File: src/rtl/acc_dump_mc.sv
// Multi-channel integrate-and-dump accumulator.
// A time-interleaved signed sample stream is summed per channel over a
// run-time block length. Each block's total leaves with a one-cycle strobe.
// Pipeline: p0 registers the incoming sample; p1 updates the per-channel
// state and the registered dump outputs.
module acc_dump_mc #(
  parameter int IN_WIDTH  = 47,
  parameter int OUT_WIDTH = 50,
  parameter int NCHAN     = 4,
  parameter int CHAN_W    = 2,
  parameter int CNT_W     = 16,
  parameter int SATURATE  = 1
) (
  input  logic                        clock,
  input  logic                        reset,
  input  logic                        clear,
  input  logic                        enable_in,
  input  logic [CHAN_W-1:0]           chan_in,
  input  logic signed [IN_WIDTH-1:0]  addend,
  input  logic [CNT_W-1:0]            dump_len,
  output logic                        enable_out,
  output logic [CHAN_W-1:0]           chan_out,
  output logic signed [OUT_WIDTH-1:0] sum,
  output logic                        overflow
);

  // One slot per encodable index; slots at or above NCHAN are never written.
  localparam int NSLOT = 1 << CHAN_W;
  localparam logic signed [OUT_WIDTH-1:0] SUM_MAX = {1'b0, {(OUT_WIDTH-1){1'b1}}};
  localparam logic signed [OUT_WIDTH-1:0] SUM_MIN = {1'b1, {(OUT_WIDTH-1){1'b0}}};

  // Full-width add with overflow detection; returns {overflow, result}.
  function automatic logic [OUT_WIDTH:0] sat_add(input logic signed [OUT_WIDTH-1:0] a,
                                                 input logic signed [OUT_WIDTH-1:0] b);
    logic signed [OUT_WIDTH:0]   full;
    logic signed [OUT_WIDTH-1:0] res;
    logic                        ov;
    full = $signed({a[OUT_WIDTH-1], a}) + $signed({b[OUT_WIDTH-1], b});
    ov   = full[OUT_WIDTH] ^ full[OUT_WIDTH-1];
    res  = full[OUT_WIDTH-1:0];
    if (ov && (SATURATE != 0)) res = full[OUT_WIDTH] ? SUM_MIN : SUM_MAX;
    return {ov, res};
  endfunction

  logic                        vld_p0_q, clr_p0_q;
  logic [CHAN_W-1:0]           chan_p0_q;
  logic signed [IN_WIDTH-1:0]  add_p0_q;
  logic [CNT_W-1:0]            len_p0_q;

  logic signed [OUT_WIDTH-1:0] acc_q [NSLOT];
  logic [CNT_W-1:0]            cnt_q [NSLOT];
  logic                        ovf_q [NSLOT];

  logic                        enable_out_q, overflow_q;
  logic [CHAN_W-1:0]           chan_out_q;
  logic signed [OUT_WIDTH-1:0] sum_q;

  logic signed [OUT_WIDTH-1:0] ext_p1, base_acc_p1, acc_d;
  logic [CNT_W-1:0]            base_cnt_p1, len_eff_p1, cnt_d;
  logic                        base_ovf_p1, add_ovf_p1, ovf_d, final_p1, dump_d;
  logic                        chan_ok;

  assign chan_ok = (32'(chan_in) < 32'(NCHAN));

  // ---- stage p0: capture sample; control bits take the async reset
  always_ff @(posedge clock or posedge reset) begin
    if (reset) begin
      vld_p0_q <= 1'b0;
      clr_p0_q <= 1'b0;
    end else begin
      vld_p0_q <= enable_in && chan_ok;
      clr_p0_q <= clear;
    end
  end

  // Sample payload is only consumed when vld_p0_q is set, so it needs no reset.
  always_ff @(posedge clock) begin
    chan_p0_q <= chan_in;
    add_p0_q  <= addend;
    len_p0_q  <= dump_len;
  end

  // ---- stage p1: next-state for the addressed channel (clear acts as a zero base)
  always_comb begin
    ext_p1      = OUT_WIDTH'(add_p0_q);
    base_acc_p1 = clr_p0_q ? '0   : acc_q[chan_p0_q];
    base_cnt_p1 = clr_p0_q ? '0   : cnt_q[chan_p0_q];
    base_ovf_p1 = clr_p0_q ? 1'b0 : ovf_q[chan_p0_q];
    {add_ovf_p1, acc_d} = sat_add(base_acc_p1, ext_p1);
    len_eff_p1  = (len_p0_q == '0) ? CNT_W'(1) : len_p0_q;
    final_p1    = (base_cnt_p1 >= (len_eff_p1 - CNT_W'(1)));
    cnt_d       = base_cnt_p1 + CNT_W'(1);
    ovf_d       = base_ovf_p1 | add_ovf_p1;
    dump_d      = vld_p0_q && final_p1;
  end

  // Per-channel state update and registered dump outputs.
  always_ff @(posedge clock or posedge reset) begin
    if (reset) begin
      for (int c = 0; c < NSLOT; c++) begin
        acc_q[c] <= '0;
        cnt_q[c] <= '0;
        ovf_q[c] <= 1'b0;
      end
      enable_out_q <= 1'b0;
      sum_q        <= '0;
      chan_out_q   <= '0;
      overflow_q   <= 1'b0;
    end else begin
      enable_out_q <= dump_d;
      if (clr_p0_q) begin
        for (int c = 0; c < NSLOT; c++) begin
          acc_q[c] <= '0;
          cnt_q[c] <= '0;
          ovf_q[c] <= 1'b0;
        end
      end
      if (vld_p0_q) begin
        if (final_p1) begin
          sum_q             <= acc_d;
          chan_out_q        <= chan_p0_q;
          overflow_q        <= ovf_d;
          acc_q[chan_p0_q]  <= '0;
          cnt_q[chan_p0_q]  <= '0;
          ovf_q[chan_p0_q]  <= 1'b0;
        end else begin
          acc_q[chan_p0_q]  <= acc_d;
          cnt_q[chan_p0_q]  <= cnt_d;
          ovf_q[chan_p0_q]  <= ovf_d;
        end
      end
    end
  end

  assign enable_out = enable_out_q;
  assign sum        = sum_q;
  assign chan_out   = chan_out_q;
  assign overflow   = overflow_q;

endmodule

File: config.mk
export PLATFORM = sky130hd
export DESIGN_NAME = acc_dump_mc
export DESIGN_NICKNAME = d
export VERILOG_FILES = /design/src/rtl/acc_dump_mc.sv
export SDC_FILE = /design/constraint.sdc
export NUM_CORES = 1
export LEC_CHECK = 0
export CORE_ASPECT_RATIO = 0.6
export CORE_MARGIN = 2
export CORE_UTILIZATION = 60
export DETAILED_ROUTE_END_ITERATION = 10
export GPL_ROUTABILITY_DRIVEN = 1
export PLACE_DENSITY_LB_ADDON = 0.25
export SKIP_CTS_REPAIR_TIMING = 1
export SLEW_MARGIN = 10
export SYNTH_ARGS = -nofsm -noshare
export SYNTH_HDL_FRONTEND = slang
export SYNTH_SLANG_ARGS = --single-unit
export TNS_END_PERCENT = 20
File: constraint.sdc
create_clock -name clock -period 34.2 [get_ports clock]
set_clock_uncertainty 0.15 [all_clocks]
set_input_delay 6.84 -clock clock [delete_from_list [all_inputs] [get_ports clock]]
set_output_delay 6.84 -clock clock [all_outputs]
set_load 0.1 [all_outputs]
Word-level counts from Yosys, hierarchy flattened
Cells that the tools add are included.

Add/sub/neg operators: 3. $lt $le $gt $ge: 3. Muxes and demuxes: 33. Bitwise operators: 9. Reduce and logical (&&, ||, !) cells: 4.

Operators by type and width (number): 200-bit 2-to-1 mux (3); 50-bit 2-to-1 mux (6); 200-bit AND (1); 200-bit bitwise mux (1); 200-bit NOT (1); 64-bit 2-to-1 mux (3); 50-bit binary-select mux with 2-bit select (1); 50-bit demux with 2-bit select (1); 16-bit 2-to-1 mux (5); 64-bit AND (1); 64-bit bitwise mux (1); 64-bit NOT (1); 50-bit by 47-bit adder with 51-bit output (1); 16-bit binary-select mux with 2-bit select (1); 16-bit demux with 2-bit select (1); 16-bit by 1-bit adder with 16-bit output, second input constant (1); 16-bit greater-or-equal comparator (1); 16-bit logical NOT (1); 16-bit by 1-bit subtractor with 16-bit output, second input constant (1); 4-bit 2-to-1 mux (3); 4-bit AND (1); 4-bit bitwise mux (1); 1-bit 2-to-1 mux (4); 4-bit NOT (1); 9 further kinds (10).

Bits in registers: 389. Input port bits: 69.

Longest topological paths before layout
Gate-level depths: netlist of run 1.

Word-level depth: 11. Mapped depth: 23. Gate-level depth less buffers: 20.

Least setup slack after synthesis of run 1
Ideal clock, no wire load.

Path type: reg2out. Start: register sum_q[34], in the netlist sum[34]. End: output sum[34]. Arrival time: 0.898 ns. Data required time: 27.210 ns. Path slack: 26.312 ns. Stages on the path, launching flop included: 1. Path buffers: 0. Cells stage by stage: dfrtp_1.

RTL lines: start, declared (line 56) `logic signed [OUT_WIDTH-1:0] sum_q;`; start signal, assigned (line 106) `sum_q <= '0;`; start signal, assigned (line 120) `sum_q <= acc_d;`; end, declared (line 23) `output logic signed [OUT_WIDTH-1:0] sum,`.

No word-level cell between the ends.

Final worst setup path of run 1
Start: register sum_q[1], in the netlist sum[1]. End: output sum[1].

No word-level cell between the ends.

==> metrics, run 1 <==
Finished Core Util 69.70%; post-DP HPWL 35820 um; die width 235.8 um; Vert. Die Dim 143.1 um; average routed wire per standard cell roughly 23 um; Routed Antenna Nets 0; leading cell type in the layout, fill and taps excluded dfrtp_1; Hold Worst Slack 0.3284 ns; Crit Path Category flip-flop to output port; later-pin clock latency in the skew report 0.55 ns; RSZ-0062 raised after global routing no; CTS tree done; # nets final 2026; worst r2r src len_p0_q[6]; First-pass DRT Iterations 5; crit-path max FO 2; Top delay family on crit path buffers and inverters; FP Rows 50; Synth area leader dfrtp_1; status completed; RR Endpoint sum[38]; number of synthesized register bits 389; CP max stage delay between 1 and 1.5 ns; # H-tree levels 2; Hold Path Class flip-flop to flip-flop; Post-Synthesis Cells 1831; Final setup viols 0; P&R area growth vs syn 13.35%; WHS Path Cells 2; Max-cap violations 0; number of global-route vias before repair about 15000; vias post-DR 15363; WL final 54690 um; GRT Residual Overflow 0; Leakage Power 9.730 nW; FMAX 110.5 MHz; min cycle time layout 9.048 ns; clock sinks 389; number of synthesized flops with an enable pin 0; ys async rst share 83.29%; crit path cell chain clkdlybuf4s50_1; IO Count 123; Place WS between 20 and 25 ns; Worst Tran Pin Value 1.218 ns; GRT Total Usage 33.14%; DRC viols 0; CTS root buf clkbuf_16; core area 0.03147 mm^2; syn avg cell area about 11 um^2; placed cell area around 0.021 mm^2; initial antenna violation count 1; CP Data Arrival Time 2.06 ns; routability cong. ~1; peak supply drop 0.00003082 V; WP buf/inv 1; Hold Startpoint acc_q[2]; Worst Reg-to-Reg Cells 22; Longest Clk Path Bufs 3; Final Hold Viols 0; setup TNS 0 ns; Layout Cells excl Fill 2333; top post-synthesis cells by area dfrtp_1 (42%), mux4_2 (7.8%), dfxtp_1 (6.7%), o21ai_0 (5.6%), nand2_1 (5.2%); CP Capture Type output port; Final WS setup 25.15 ns; Synth Cell Area 0.01935 mm^2; Worst-path clk slew 0.07 ns; Fill cells 2293; Cell variety after synth 80; Iter 0 DRT Violations about 1700; share of the synthesized area in the top cell type 41.90%; reg2reg setup slack 27.10 ns; first-pass GRT wire length 86390 um; PD cells 50.06 mW/mm^2; clock buffer count from CTS 37; Slowest-stage cell, CP clkdlybuf4s50_1; number of port buffers around 120; ys flop type dfrtp_1; die area approximately 0.034 mm^2; post-synthesis net count 1969; post-route cell area ~0.022 mm^2; max_slew headroom 18.72%; share of layout cells above drive strength 1 about a tenth; CP Launch Type flip-flop; vias per cell approximately 6.6; fin crit share 26.46%; # diodes 0; Ys Warns 0; Total Power roughly 1.1 mW; Worst EP required 27.21 ns; Cells after DPL 2265; largest net degree at the start of global routing 179; Hold Path Sink acc_q[2]; initial core utilization 61.50%; Final Max Slew Viols 0; sequential area share after synthesis 48.62%; most frequent cells in the layout dfrtp_1 (324), nand2_1 (270), o21ai_0 (215)
-- power by group --
part	total [mW]	leakage, nW	internal (mW)	switching [mW]
clock	0.431	0.611	0.242	0.189
sequential	0.503	4.98	0.485	0.0171
combinational	0.165	4.14	0.0608	0.104
total	1.10	9.73	0.788	0.310
-- layout make-up --
type,instances,area (um^2),share of cell area (%)
clock buffers,48,1050,4.786
multi-input cells,1303,9318,42.48
well taps,416,520.5,2.373
inverters,21,86.33,0.3936
flip-flops and latches,389,9417,42.93
clock inverters,20,203.9,0.9298
repair buffers,136,1339,6.104
-- flip-flops by register name, indices dropped and copies added (netlist names), 2 cells and up --
| signal | cells |
|---|---|
| acc_q | 200 |
| add_p0_q | 47 |
| chan_out | 2 |
| chan_p0_q | 2 |
| cnt_q | 64 |
| len_p0_q | 16 |
| ovf_q | 4 |
| sum | 50 |
-- cell families (layout without fill, tap and decap cells) --
| kind of cell | Yosys count | after routing | share of synthesized area, % |
|---|---|---|---|
| compound gates | 515 | 515 | 17.74 |
| flops | 389 | 389 | 48.62 |
| fa+ha+maj | 69 | 69 | 4.500 |
| mux | 69 | 69 | 7.908 |
| buf+inv | 139 | 225 | 3.543 |
| simple gates | 582 | 582 | 14.52 |
| xor+xnor | 68 | 68 | 3.175 |
-- cell usage after synthesis, drive strengths merged, types with 21 or more instances --
cell    number
a21oi       76
a221o       61
a22o        50
and2        75
buf         60
clkbuf      58
dfrtp      324
dfxtp       65
ha          68
inv         21
mux4        67
nand2      278
nand4       24
nor2        98
nor3        21
o21ai      224
xnor2       39
xor2        29
-- metal layers --
layer / GRT usage, % / up-vias / share of wire, %
met4: 10.69 / 2 / 2.9
met2: 47.82 / 827 / 42
met5: 0 / - / 0.024
met1: 49.18 / 7666 / 44
li1: - / 6762 / -
met3: 8.428 / 106 / 11
-- how the worst max path moves through the flow --
stage	slack (ns)	cells past startpoint	from	end
global placement	25.03	3	reset	acc_q[187]
CTS	25.13	1	sum[6]	sum[6]
global route	25.10	1	sum[44]	sum[44]
finish	25.15	1	sum[1]	sum[1]
floorplan	18.24	1	reset	acc_q[0]
detailed placement	24.98	3	reset	acc_q[137]
Power figures use the tool's default switching activity.
==> inputs of run 2 (changes only) <==
--- a/config.mk
+++ b/config.mk
@@ -7,7 +7,7 @@
 export LEC_CHECK = 0
 export CORE_ASPECT_RATIO = 0.6
 export CORE_MARGIN = 2
-export CORE_UTILIZATION = 60
+export CORE_UTILIZATION = 54
 export DETAILED_ROUTE_END_ITERATION = 10
 export GPL_ROUTABILITY_DRIVEN = 1
 export PLACE_DENSITY_LB_ADDON = 0.25
==> constraint.sdc (replaced) <==
create_clock -name clock -period 7.3 [get_ports clock]
set_clock_uncertainty 0.15 [all_clocks]
set_input_delay 1.46 -clock clock [delete_from_list [all_inputs] [get_ports clock]]
set_output_delay 1.46 -clock clock [all_outputs]
set_load 0.1 [all_outputs]
==> metrics, run 2 (synthesis results as in run 1) <==
status completed (unchanged); average routed wire per standard cell 23.62 um (was 23.44 um); Top delay family on crit path simple AND/OR/NAND/NOR gates (was buffers and inverters); Worst Reg-to-Reg Cells 21 (was 22); P_int 3.705 mW (was 0.7885 mW); Worst-path clk slew 0.07 ns (about the same); Hold Path Class flip-flop to flip-flop (unchanged); Worst Tran Pin Value 1.120 ns (was 1.218 ns); RSZ-0062 raised after global routing no (unchanged); post-route cell area 0.02205 mm^2 (was 0.02193 mm^2); Hold Startpoint acc_q[80] (was acc_q[2]); worst r2r src len_p0_q[6] (unchanged); GRT Residual Overflow 0 (unchanged); share of layout cells above drive strength 1 10.20% (was 10.17%); number of port buffers 122 (unchanged); CP max stage delay 0.73 ns (was 1.15 ns); P&R area growth vs syn 13.93% (was 13.35%); placed cell area 0.02080 mm^2 (was 0.02068 mm^2); crit-path max FO 17 (was 2); Final Hold Viols 0 (unchanged); CP Data Arrival Time 6.69 ns (was 2.06 ns); PD cells 233.1 mW/mm^2 (was 50.06 mW/mm^2); Final setup viols 0 (unchanged); First-pass DRT Iterations 7 (was 5); Logic pwr share 15.0% (about the same); CP Launch Type flip-flop (unchanged); Routed Antenna Nets 0 (unchanged); GRT Total Usage 30.78% (was 33.14%); IO Count 123 (unchanged); most frequent cells in the layout dfrtp_1 (324), nand2_1 (270), o21ai_0 (215) (unchanged); Max-cap violations 0 (unchanged); initial antenna violation count 0 (was 1); post-DP HPWL 38210 um (was 35820 um); Crit Path Category flip-flop to flip-flop (was flip-flop to output port); die area 0.03741 mm^2 (was 0.03375 mm^2); CTS root buf clkbuf_16 (unchanged); WL final 56400 um (was 54690 um); vias per cell 6.405 (was 6.585); Longest Clk Path Bufs 3 (unchanged); peak supply drop 0.0001742 V (was 0.00003082 V); Vert. Die Dim 150.6 um (was 143.1 um); later-pin clock latency in the skew report 0.55 ns (about the same); die width 248.4 um (was 235.8 um); RR Endpoint acc_q[68] (was sum[38]); WHS Path Cells 2 (unchanged); Final Max Slew Viols 0 (unchanged); DRC viols 0 (unchanged); # nets final 2031 (was 2026); core area 0.03515 mm^2 (was 0.03147 mm^2); setup TNS 0 ns (unchanged); leading cell type in the layout, fill and taps excluded dfrtp_1 (unchanged); clock power share 39.0% (was 39.2%); Slowest-stage cell, CP a21oi_1 (was clkdlybuf4s50_1); routability cong. 0.9513 (was 0.9725); reg2reg setup slack 0.94 ns (was 27.10 ns); first-pass GRT wire length 88150 um (was 86390 um); clock buffer count from CTS 37 (unchanged); number of global-route vias before repair 15157 (was 15176); min cycle time layout 6.364 ns; sw frac 27.90% (was 28.20%); largest net degree at the start of global routing 180 (was 179); Leakage Power 9.760 nW (was 9.730 nW); fin crit share 87.18%; initial core utilization 55.06% (was 61.50%); Worst EP required 7.63 ns (was 27.21 ns); FMAX approximately 160 MHz; net load switching power 1.433 mW (was 0.3096 mW); FP Rows 53 (was 50); # H-tree levels 2 (unchanged); Largest Register acc_q (unchanged); CTS tree done (unchanged); max_slew headroom 25.08% (was 18.72%); clock sinks 389 (unchanged); max reg flops 200 (unchanged); vias post-DR 15296 (was 15363); Iter 0 DRT Violations 1734 (was 1711); crit path cell chain or4_1, nor4_1, nand2b_1, or4_1, nor2_1, nor2_1, ha_1, nand3b_1, nor3_1, xnor2_1, ha_1, a21o_1, a21o_1, a21oi_1, o21ai_0, a21oi_1, and2_1, and3_1, buf_4, and2_1, a221o_1 (was clkdlybuf4s50_1); share of power burned in registers 46.0% (was 45.8%); WP buf/inv 1 (unchanged); Hold Path Sink acc_q[80] (was acc_q[2]); # diodes 0 (unchanged); CP Capture Type flip-flop (was output port)
-- run 2: changes by cell type in the layout (fill, tap and decap cells not counted) --
| cell | previous run | this run |
|---|---|---|
| buf_4 | 13 | 16 |
| inv_8 | 1 | 0 |
| clkbuf_1 | 5 | 8 |
| buf_12 | 1 | 3 |
| clkbuf_16 | 39 | 38 |
| clkbuf_8 | 4 | 7 |
| clkinv_4 | 4 | 1 |
| clkinv_2 | 8 | 7 |
| clkinvlp_4 | 4 | 2 |
| clkinv_8 | 0 | 1 |
-- run 2: cell type report --
class,count,area (um^2)
Fill cell,2882,13100
Sequential cell,389,9417
Multi-Input combinational cell,1303,9318
Timing Repair Buffer,141,1401
Clock buffer,53,1077
Tap cell,467,584.3
Clock inverter,14,166.4
Inverter,21,82.58
-- run 2: worst max path at each step --
stage | startpoint | endpoint | slack (ns) | cells after the start
6_report | len_p0_q[6] | acc_q[68] | 0.94 | 21
5_1_grt | len_p0_q[6] | acc_q[91] | 0.61 | 21
4_1_cts | len_p0_q[6] | acc_q[68] | 1.12 | 21
3_5_place_dp | len_p0_q[6] | acc_q[68] | 1.19 | 21
3_3_place_gp | len_p0_q[6] | acc_q[66] | 1.36 | 21
2_1_floorplan | reset | acc_q[0] | 1.37 | 1
-- run 2: stage by stage --
step	utilization, %	instances	setup slack, ns	total power, mW	hold slack (ns)
after floorplan	-	1831	1.367	2.903	0.2946
after global placement	59.19	2321	1.360	3.131	0.3066
after detailed placement	59.19	2321	1.195	3.153	0.3149
after CTS	62.73	2388	1.122	5.140	0.3285
after global routing	62.73	2388	0.6063	5.328	0.3387
final	62.73	2388	0.9359	5.138	0.3252
-- run 2: power by group through the flow --
stage	Sequential, mW	Combinational, mW	Clock [mW]
2_1_floorplan	2.36	0.539	0
3_3_place_gp	2.39	0.737	0
3_5_place_dp	2.40	0.754	0
4_1_cts	2.36	0.759	2.02
5_1_grt	2.37	0.837	2.12
6_report	2.36	0.770	2.01
-- run 2: worst min-delay path, delay by kind of cell (launching register included) --
kind / cells / cell delay (ns)
DFF: 1 / 0.34
AOI/OAI and AO/OA: 1 / 0.06
and+or+nand+nor: 1 / 0.04
-- run 2: per-layer routing --
metal	up-vias	routed length, um	share of wire [%]	global-route usage (%)
met4	0	1218	2.2	7.530
met1	7711	25880	46	47.15
met5	-	0	0	0
met3	83	5726	10	8.075
li1	6766	-	-	-
met2	736	23580	42	43.33
==> inputs of run 3 (changes only) <==
--- a/config.mk
+++ b/config.mk
@@ -5,6 +5,7 @@
 export SDC_FILE = /design/constraint.sdc
 export NUM_CORES = 1
 export LEC_CHECK = 0
+export ABC_AREA = 1
 export CORE_ASPECT_RATIO = 0.6
 export CORE_MARGIN = 2
 export CORE_UTILIZATION = 54
==> metrics, run 3 <==
status completed (unchanged); top-count cell post-synth nand2_1 (was dfrtp_1); mux cell area share after synthesis 0% (was 7.908%); Final Max Slew Viols 0 (unchanged); # diodes 0 (unchanged); Hold Path Class flip-flop to flip-flop (unchanged); share of power burned in registers 43.3% (was 46.0%); Crit. Startpoint chan_p0_q[0] (was len_p0_q[6]); ys flop type dfrtp_1 (unchanged); Largest Register acc_q (unchanged); # H-tree levels 2 (unchanged); top post-synthesis cells by area dfrtp_1 (40%), nand2_1 (21%), dfxtp_1 (6.4%), ha_1 (4.2%), inv_1 (3.9%) (was dfrtp_1 (42%), mux4_2 (7.8%), dfxtp_1 (6.7%), o21ai_0 (5.6%), nand2_1 (5.2%)); Slowest-stage cell, CP clkinv_1 (was a21oi_1); Longest Clk Path Bufs 3 (unchanged); Final Hold Viols 0 (unchanged); core area 0.03669 mm^2 (was 0.03515 mm^2); Worst Tran Pin Value 1.261 ns (was 1.120 ns); FMAX 171.7 MHz (was 157.1 MHz); Synth Cell Area 0.02031 mm^2 (was 0.01935 mm^2); max reg flops 200 (unchanged); clock buffer count from CTS 38 (was 37); peak supply drop 0.0001626 V (was 0.0001742 V); largest net degree at the start of global routing 127 (was 180); # nets final 2929 (was 2031); Worst-path clk slew 0.06 ns (was 0.07 ns); Routed Antenna Nets 0 (unchanged); Fill cells 3156 (was 2882); sequential area share after synthesis 46.33% (was 48.62%); Finished Core Util 63.90% (was 62.73%); number of synthesized register bits 389 (unchanged); First-pass DRT Iterations 6 (was 7); post-synthesis net count 2838 (was 1969); share of layout cells above drive strength 1 5.105% (was 10.20%); Met1 Wirelength 32430 um (was 25880 um); Total Power 5.430 mW (was 5.138 mW); die area 0.03923 mm^2 (was 0.03741 mm^2); largest family of logic cells by synthesized area simple AND/OR/NAND/NOR gates (was compound AO/OA/AOI/OAI gates); Hold Startpoint cnt_q[47] (was acc_q[80]); P&R area growth vs syn 15.45% (was 13.93%); Synth area leader dfrtp_1 (unchanged); crit path cell chain nand2_2, clkinv_1, nand2_1, nand2_1, o21ai_0, inv_1, ha_1, a21oi_1, o21ai_0, a21oi_1, nand3_1, nor2_1, clkinv_1, o21ai_0 (was or4_1, nor4_1, nand2b_1, or4_1, nor2_1, nor2_1, ha_1, nand3b_1, nor3_1, xnor2_1, ha_1, a21o_1, a21o_1, a21oi_1, o21ai_0, a21oi_1, and2_1, and3_1, buf_4, and2_1, a221o_1); initial core utilization 55.35% (was 55.06%); die width 254.4 um (was 248.4 um); net load switching power 1.606 mW (was 1.433 mW); max_slew headroom 15.96% (was 25.08%); Place WS 1.674 ns (was 1.195 ns); CTS tree done (unchanged); vias per cell 5.904 (was 6.405); number of global-route vias before repair 18648 (was 15157); RSZ-0062 raised after global routing no (unchanged); Ys Warns 0 (unchanged); post-DP HPWL 49640 um (was 38210 um); post-route cell area 0.02345 mm^2 (was 0.02205 mm^2); Max-cap violations 0 (unchanged); first-pass GRT wire length 110400 um (was 88150 um); min cycle time layout 5.823 ns (was 6.364 ns); Top delay family on crit path simple AND/OR/NAND/NOR gates (unchanged); WL final 72250 um (was 56400 um); met3 WL post-DR 10360 um (was 5726 um); setup TNS 0 ns (unchanged); Vert. Die Dim 154.2 um (was 150.6 um); IO Count 123 (unchanged); GRT Residual Overflow 0 (unchanged); number of port buffers 122 (unchanged); Post-Synth Simple-Gate Area 28.33% (was 14.52%); GRT Total Usage 37.18% (was 30.78%); Leakage Power 12.05 nW (was 9.760 nW); DRC viols 0 (unchanged); WP buf/inv 3 (was 1); Final setup viols 0 (unchanged); fin crit share 79.76% (was 87.18%); Post-Synth Adder-Cell Area 4.288% (was 4.500%); share of the synthesized area in the top cell type 39.92% (was 41.90%); CP Capture Type flip-flop (unchanged); post-synthesis compound-gate area fraction 12.84% (was 17.74%); average routed wire per standard cell 21.73 um (was 23.62 um); Post-Synthesis Cells 2700 (was 1831); Synth top cells by count nand2_1 (1151), dfrtp_1 (324), inv_1 (213) (was dfrtp_1 (324), nand2_1 (270), o21ai_0 (215)); syn avg cell area 7.522 um^2 (was 10.57 um^2); crit-path max FO 19 (was 17); CP max stage delay 0.72 ns (was 0.73 ns); FP Rows 54 (was 53); vias post-DR 19631 (was 15296); routability cong. 1.056 (was 0.9513); CP most frequent cell o21ai_0; reg2reg setup slack 1.48 ns (was 0.94 ns); P_int 3.824 mW (was 3.705 mW); later-pin clock latency in the skew report 0.56 ns (was 0.55 ns); WL met2 27850 um (was 23580 um); CP Launch Type flip-flop (unchanged); Final WS setup 1.477 ns (was 0.9359 ns); Logic pwr share 16.5% (was 15.0%); Iter 0 DRT Violations 2746 (was 1734); number of synthesized flops with an enable pin 0 (unchanged); clock power share 40.2% (was 39.0%); initial antenna violation count 0 (unchanged); placed cell area 0.02207 mm^2 (was 0.02080 mm^2); CP Data Arrival Time 6.12 ns (was 6.69 ns); Synth Area in XOR/XNOR 1.984% (was 3.175%); Cell variety after synth 48 (was 80); Worst EP required 7.60 ns (was 7.63 ns); sw frac 29.57% (was 27.90%); PD cells 231.6 mW/mm^2 (was 233.1 mW/mm^2); CTS root buf clkbuf_16 (unchanged); highest routing layer actually used met4 (unchanged); clock sinks 389 (unchanged); leading cell type in the layout, fill and taps excluded nand2_1 (was dfrtp_1); worst r2r src chan_p0_q[0] (was len_p0_q[6]); most frequent cells in the layout nand2_1 (1151), dfrtp_1 (323), inv_1 (212) (was dfrtp_1 (324), nand2_1 (270), o21ai_0 (215)); Crit Path Category flip-flop to flip-flop (unchanged); ys async rst share 83.29% (unchanged)
==> run 3: cell types whose count changed after synthesis, sizes merged, moves of 25 or more <==
cell | previous run | this run
nand2 | 278 | 1156
inv | 21 | 226
o21ai | 224 | 103
a22oi | 1 | 95
nor2 | 98 | 185
and2 | 75 | 1
mux4 | 67 | 0
a221o | 61 | 0
a22o | 50 | 3
nand3 | 20 | 66
buf | 60 | 16
a21oi | 76 | 115
o22ai | 2 | 36
clkbuf | 58 | 83
==> run 3: logic make-up after synthesis <==
kind of cell               after synthesis
xor gates and xnor gates                46
buffers and inverters                  328
and+or+nand+nor                       1457
AOI/OAI and AO/OA                      411
DFF                                    389
adders and majority gates               69
==> run 3: layout make-up <==
type	count	area, um^2	area share, %
Sequential cell	389	9410	40.14
Inverter	229	865.8	3.693
Timing Repair Buffer	150	1481	6.319
Multi-Input combinational cell	1983	9682	41.30
Tap cell	504	630.6	2.690
Clock buffer	59	1141	4.867
Clock inverter	11	234.0	0.9980
==> run 3: per-stage QoR <==
| step | hold WS [ns] | std cells |
|---|---|---|
| 3_3_place_gp | 0.3117 | 3255 |
| 6_report | 0.3299 | 3325 |
| 2_1_floorplan | 0.2990 | 2700 |
| 3_5_place_dp | 0.3148 | 3255 |
| 5_1_grt | 0.3450 | 3325 |
| 4_1_cts | 0.3326 | 3325 |
==> run 3: path summary, 6_finish.rpt <==
kind                              to  cells past startpoint
max                        cnt_q[20]                     14
max reg2reg                cnt_q[20]                     14
min reg2reg                cnt_q[47]                      2
min                        cnt_q[47]                      2
min in group asynchronous   vld_p0_q                      2
max in group asynchronous   clr_p0_q                      3
==> run 3: power by group through the flow <==
stage | registers, mW | clock network, mW | logic [mW]
after floorplan | 2.37 | 0 | 0.576
after global placement | 2.38 | 0 | 0.845
after detailed placement | 2.39 | 0 | 0.863
after CTS | 2.35 | 2.18 | 0.870
after global routing | 2.36 | 2.28 | 0.970
final | 2.35 | 2.18 | 0.898
==> run 3: worst register-to-register path, cell delays in order, from the launching register on <==
cell,delay [ns]
dfxtp_1,0.39
nand2_2,0.37
clkinv_1,0.72
nand2_1,0.22
nand2_1,0.08
o21ai_0,0.47
inv_1,0.24
ha_1,0.36
a21oi_1,0.13
o21ai_0,0.10
a21oi_1,0.25
nand3_1,0.61
nor2_1,0.69
clkinv_1,0.59
o21ai_0,0.36
==> run 3: layer usage <==
layer,track usage (%),vias up
li1,-,8877
met1,58.10,9387
met4,8.627,0
met3,12.52,144
met2,48.81,1223
met5,0,-
